===== src/rtl/led_word_rx.sv =====
// Receiver for the single-wire LED bit link: idle low, high start bit,
// WIDTH data bits LSB first, low stop bit, each bit lasting BIT_PERIOD clocks.
module led_word_rx #(
  parameter int BIT_PERIOD = 1251,
  parameter int WIDTH      = 32
) (
  input  logic             clk,
  input  logic             rst,
  input  logic             rx_in,
  output logic [WIDTH-1:0] word_out,
  output logic             word_valid,
  output logic             frame_err,
  output logic             busy
);

  localparam int HALF = BIT_PERIOD / 2;
  localparam int CW   = $clog2(BIT_PERIOD);
  localparam int BW   = $clog2(WIDTH);

  localparam logic [CW-1:0] HALF_LOAD   = CW'(HALF - 1);
  localparam logic [CW-1:0] PERIOD_LOAD = CW'(BIT_PERIOD - 1);
  localparam logic [BW-1:0] LAST_BIT    = BW'(WIDTH - 1);

  typedef enum logic [2:0] {
    IDLE,
    START,
    DATA,
    STOP,
    WAIT_LOW
  } state_t;

  state_t           state;
  logic             sync1;
  logic             rx_s;
  logic             rx_prev;
  logic [CW-1:0]    period_cnt;
  logic [BW-1:0]    bit_cnt;
  logic [WIDTH-1:0] shift;
  logic             rise;
  logic             sample;

  always_ff @(posedge clk or posedge rst) begin
    if (rst) begin
      sync1   <= 1'b0;
      rx_s    <= 1'b0;
      rx_prev <= 1'b0;
    end else begin
      sync1   <= rx_in;
      rx_s    <= sync1;
      rx_prev <= rx_s;
    end
  end

  assign rise   = rx_s & ~rx_prev;
  assign sample = (period_cnt == '0);

  // Counting down to zero from HALF-1 lands the first sample exactly HALF
  // cycles after the edge cycle; every later sample reloads a full period.
  always_ff @(posedge clk or posedge rst) begin
    if (rst) begin
      state      <= IDLE;
      period_cnt <= '0;
      bit_cnt    <= '0;
      shift      <= '0;
      word_out   <= '0;
      word_valid <= 1'b0;
      frame_err  <= 1'b0;
      busy       <= 1'b0;
    end else begin
      word_valid <= 1'b0;
      frame_err  <= 1'b0;
      case (state)
        IDLE: begin
          if (rise) begin
            state      <= START;
            period_cnt <= HALF_LOAD;
            busy       <= 1'b1;
          end
        end
        START: begin
          if (sample) begin
            if (rx_s) begin
              state      <= DATA;
              bit_cnt    <= '0;
              period_cnt <= PERIOD_LOAD;
            end else begin
              state <= IDLE;
              busy  <= 1'b0;
            end
          end else begin
            period_cnt <= period_cnt - CW'(1);
          end
        end
        DATA: begin
          if (sample) begin
            shift      <= {rx_s, shift[WIDTH-1:1]};
            period_cnt <= PERIOD_LOAD;
            if (bit_cnt == LAST_BIT) begin
              state <= STOP;
            end else begin
              bit_cnt <= bit_cnt + BW'(1);
            end
          end else begin
            period_cnt <= period_cnt - CW'(1);
          end
        end
        STOP: begin
          if (sample) begin
            period_cnt <= PERIOD_LOAD;
            if (!rx_s) begin
              word_out   <= shift;
              word_valid <= 1'b1;
              state      <= IDLE;
              busy       <= 1'b0;
            end else begin
              frame_err <= 1'b1;
              state     <= WAIT_LOW;
            end
          end else begin
            period_cnt <= period_cnt - CW'(1);
          end
        end
        // A stuck-high line must fall before a new start edge can count.
        WAIT_LOW: begin
          if (!rx_s) begin
            state <= IDLE;
            busy  <= 1'b0;
          end
        end
        default: begin
          state <= IDLE;
          busy  <= 1'b0;
        end
      endcase
    end
  end

endmodule


===== config.mk =====
export PLATFORM = sky130hd
export DESIGN_NAME = led_word_rx
export DESIGN_NICKNAME = d
export VERILOG_FILES = /design/src/rtl/led_word_rx.sv
export SDC_FILE = /design/constraint.sdc
export NUM_CORES = 1
export LEC_CHECK = 0
export ABC_AREA = 1
export BUFFER_PORTS_ARGS = -buffer_cell sky130_fd_sc_hd__buf_2
export CAP_MARGIN = 40
export CORE_ASPECT_RATIO = 2
export CORE_MARGIN = 1
export CORE_UTILIZATION = 53
export DETAILED_ROUTE_END_ITERATION = 6
export GPL_ROUTABILITY_DRIVEN = 0
export PLACE_DENSITY = 0.75
export SLEW_MARGIN = 25
export SYNTH_ARGS = -nofsm -noshare
export SYNTH_HDL_FRONTEND = slang
export SYNTH_SLANG_ARGS = --single-unit
export TNS_END_PERCENT = 1

===== constraint.sdc =====
create_clock -name clk -period 2.45 [get_ports clk]
set_input_delay 0.245 -clock clk [delete_from_list [all_inputs] [get_ports clk]]
set_output_delay 0.245 -clock clk [all_outputs]
set_load 0.1 [all_outputs]

Yosys cells after proc, flatten, opt, wreduce, memory -nomap -nowiden
Index checks and enable logic that the tools add are counted.
{"block": "op_classes", "mux": 29, "n_reduce_logical": 12, "eq_ne": 15, "order_cmp": 0, "bitwise_logic": 4, "n_mul": 0, "n_addsub": 2, "div_mod_pow": 0, "n_shift": 0}
{"cell": "$mux 11", "count": 4}
{"cell": "$pmux 11 s3", "count": 1}
{"cell": "$mux 3", "count": 7}
{"cell": "$mux 5", "count": 4}
{"cell": "$ne 2x2->1 const B", "count": 8}
{"cell": "$pmux 3 s5", "count": 1}
{"cell": "$logic_not 11->1", "count": 1}
{"cell": "$sub 11x1->11 const B", "count": 1}
{"cell": "$pmux 5 s2", "count": 1}
{"cell": "$mux 1", "count": 9}
{"cell": "$reduce_and 3->1", "count": 3}
{"cell": "$eq 3x2->1 const B", "count": 2}
{"cell": "$reduce_and 6->1", "count": 1}
{"cell": "$add 5x1->5 const B", "count": 1}
{"cell": "$eq 5x5->1 const B", "count": 1}
{"cell": "$reduce_and 5->1", "count": 1}
{"cell": "$pmux 1 s4", "count": 1}
{"cell": "$reduce_or 2->1", "count": 2}
{"cell": "$eq 3x1->1 const B", "count": 1}
{"cell": "$eq 3x3->1 const B", "count": 1}
{"cell": "$logic_not 3->1", "count": 1}
{"cell": "$ne 3x3->1 const B", "count": 1}
{"cell": "$not 1->1", "count": 3}
{"cell": "$reduce_bool 3->1", "count": 1}
{"cell": "other kinds (5)", "count": 5}
{"block": "word_totals", "ff_bits": 89, "output_inout_bits": 35, "word_cells": 73, "n_memories": 0, "in_bits": 3, "latch_bits": 0, "romBits": 0, "ramBits": 0}

Depth between registers and ports, before layout
{"block": "logic_depth", "ltp_word": 4, "mapped_depth": 11, "mapped_depth_nobuf": 11}

Worst setup path before layout
OpenSTA, ideal clock, no wires.
{"block": "synth_path", "path_type": "reg-to-reg", "startpoint": "register period_cnt[0]", "endpoint": "register word_out[25]", "setup_time_ns": 0.122, "setup_slack_ns": 0.827, "stages_incl_launch_ff": 11, "synth_period_minus_slack_ns": 1.623, "t_required_ns": 2.328, "n_path_buf": 1, "arrival_time_ns": 1.501, "cell_sequence": "dfrtp_1 > inv_1 > ha_1 > inv_1 > nor2_4 > nand2_4 > inv_6 > nand3_4 > buf_6 > nand2_1 > o21ai_2"}
{"block": "synth_between", "elab_chain_cells": 2}
{"element": "start: declaration", "line": "36", "rtl": "logic [CW-1:0] period_cnt;"}
{"element": "start signal: assignment", "line": "91", "rtl": "period_cnt <= period_cnt - CW'(1);"}
{"element": "start signal: assignment", "line": "104", "rtl": "period_cnt <= period_cnt - CW'(1);"}
{"element": "start signal: assignment", "line": "120", "rtl": "period_cnt <= period_cnt - CW'(1);"}
{"element": "$logic_not 11->1", "line": "55", "rtl": "assign sample = (period_cnt == '0);"}
{"element": "$reduce_and 3->1 (no source line)"}
{"element": "end signal: assignment", "line": "111", "rtl": "word_out <= shift;"}
{"element": "end: declaration", "line": "10", "rtl": "output logic [WIDTH-1:0] word_out,"}
No other way between the ends.
A chain may end at the register's enable or synchronous reset.

Worst setup path after layout
{"block": "layout_path", "startpoint": "register period_cnt[0]", "endpoint": "register shift[16]"}
{"block": "layout_between", "elab_chain_cells": 2}
{"element": "$logic_not 11->1", "line": "55"}
{"element": "$reduce_and 2->1 (no source line)"}
{"element": "end signal: assignment", "line": "96", "rtl": "shift <= {rx_s, shift[WIDTH-1:1]};"}
{"element": "end: declaration", "line": "38", "rtl": "logic [WIDTH-1:0] shift;"}
No other way between the ends.

==> metrics <==
initial antenna violation count 0; area grow syn2layout 13.8%; FF/Latch Area 2230 um2; HP Class in -> async; H-tree depth 3; CTS Hold Bufs 0; final cycle utilization of the critical path 80.6%; outcome finished clean; ANT nets after route 0; DR DRC count 0; Warnings, synthesis 0; Achievable Freq 0.507 GHz; post-synth cell types 26; Cell Area, Synth 4050 um2; initial DRC count 330; Finished Layout Cells 574; io pins 38; Die ar. 8020 um2; worst-skew pair later-pin latency 0.34 ns; clk_skew 0.0106 ns; critical path class reg -> reg; Final Hold Violating Endpoints 0; final-layout fill cell count 600; iteration count of the initial detailed-routing pass 5; Met3 Wirelength 204 um; Syn Nets 444; # rows 44; max cap viols 0; setup TNS 0 ns; CTS tree yes; ranking of synthesized cells by area dfrtp_1, nand2_1, o21ai_2; Worst-path clk slew 0.06 ns; Synth area leader dfrtp_1; first-pass GRT wire length 13.1 mm; area occupied by multi-input gates 1500 um2; PwrDens 878 nW/um2; CP Buf/Inv Count 3; ratio of cells with drive above 1 in the final layout 26.1%; clock buffer depth 2; worst slew pin tran 0.622 ns; DR top layer met4; gr usage total 21.1%; gate count of the mapped netlist 437; CTS Buf Count 9; minimum clock period 1.97 ns; Worst Setup End Kind flip-flop; Core Region 7320 um2; diode count 0; cell breakdown of the critical path inv_1, ha_1, inv_1, nor2_4, nand2_4, inv_6, nand2_4, nand2_1, o21ai_1; Yosys reg bits 89; Seq/Total Area, Yosys 54.9%; share of the synthesized area in the top cell type 54.9%; post-route cell area 4610 um2; WP data arrival 2.17 ns; Critical-path top delay cell dfrtp_1; post-cts gate resize count 0; total number of vias 2,967; WL final 7.66 mm; RSZ-0062 raised after global routing false; Worst setup SP type flip-flop; Root Driver clkbuf_16; DR WL met2 4.25 mm; power consumption 4050 uW; die height 126 um; number of global-route vias before repair 3,039; Pins Over Slew Limit 0; Overflow after GRT 0; Lkg Pwr 0.00226 uW; # port buffers 37; Post-CTS Setup Bufs 0; Die W 63.8 um; dpl hpwl 5.11 mm; Synth Area per Inst 9.28 um2; CP peak stage delay 0.41 ns; placed instance count 557; CP top delay family simple AND/OR/NAND/NOR gates; Rel. slew slack 58.5%; Starting Density 55.4%; CP required 2.64 ns; pin count of the biggest net entering global routing 90; Sink Count 89; nets 484; Critical Path Fanout Max 64; Via density 5.17; Setup-failing EPs final 0; Max IR drop VDD 575 uV; mean routed wirelength per cell 13.3 um; Post-Place Cell Area 4310 um2; met1 WL 3.00 mm
==> report_power, final <==
part / switching [uW] / total [uW] / internal (uW)
logic: 689 / 989 / 300
registers: 141 / 1740 / 1600
clock network: 550 / 1320 / 772
==> routing by layer <==
| metal | GRT usage [%] | vias to the layer above |
|---|---|---|
| li1 | - | 1461 |
| met5 | 0 | - |
| met1 | 22.4 | 1424 |
| met3 | 5.07 | 18 |
| met2 | 37.3 | 64 |
| met4 | 11.9 | 0 |
==> path summary, 6_finish.rpt <==
check	endpoint	depth (start not counted)	start	slack (ns)
max	shift[16]	9	period_cnt[0]	0.48
min	shift[26]	3	rst	0.02
max reg2reg	shift[16]	9	period_cnt[0]	0.48
min reg2reg	rx_s	0	sync1	0.36
max in group asynchronous	period_cnt[10]	3	rst	2.07
min in group clk	rx_s	0	sync1	0.36
==> stage by stage <==
stage | hold slack, ns | setup WS (ns) | utilization [%]
2_1_floorplan | 0.276 | 0.827 | -
3_3_place_gp | 0.332 | 0.602 | 58.8
3_5_place_dp | 0.347 | 0.515 | 58.8
4_1_cts | 0.00302 | 0.458 | 62.9
5_1_grt | 0.0802 | 0.334 | 63.0
6_report | 0.0154 | 0.476 | 63.0
==> flip-flops by register name, indices dropped and copies added, names as in the netlist <==
name        flops
state           3
rx_prev         1
sync1           1
rx_s            1
frame_err       1
shift          32
word_out       32
busy            1
word_valid      1
bit_cnt         5
period_cnt     11
==> layout by cell type, fill, tap and decap left out, drive strengths merged <==
cell | synthesis | layout
nand3b | 2 | 2
inv | 60 | 59
o21ai | 78 | 78
dlygate4sd3 | 0 | 1
nand2 | 133 | 133
clkinvlp | 0 | 3
clkinv | 1 | 2
o31ai | 1 | 1
xor2 | 3 | 3
a21oi | 4 | 4
nand3 | 16 | 16
buf | 12 | 40
dfrtp | 89 | 89
clkbuf | 0 | 13
nor3b | 1 | 1
nor2 | 24 | 24
ha | 4 | 4
nand4 | 9 | 9
==> cell usage after synthesis (all sizes together) <==
master / n
inv: 60
buf: 12
dfrtp: 89
nand2: 133
nand3b: 2
clkinv: 1
a21oi: 4
xor2: 3
nand4: 9
o21ai: 78
nor2: 24
nor3b: 1
o31ai: 1
nand3: 16
ha: 4
==> cell type report <==
type / instances / area share, %
Multi-Input combinational cell: 275 / 32.4
Clock inverter: 3 / 0.515
Clock buffer: 13 / 5.86
Sequential cell: 89 / 48.3
Inverter: 61 / 5.15
Tap cell: 92 / 2.50
Timing Repair Buffer: 41 / 5.26
==> tightest hold or removal path: stages <==
cell	delay, ns
buf_2	0.11
clkinvlp_4	0.07
buf_12	0.35
==> cell families after synthesis <==
group                      share of synthesized area [%]
and+or+nand+nor                                     21.8
DFF                                                 54.9
AOI/OAI and AO/OA                                   13.2
buffers and inverters                               8.18
adders and majority gates                           1.23
xor gates and xnor gates                           0.648
(Power assumes the default switching activity.)
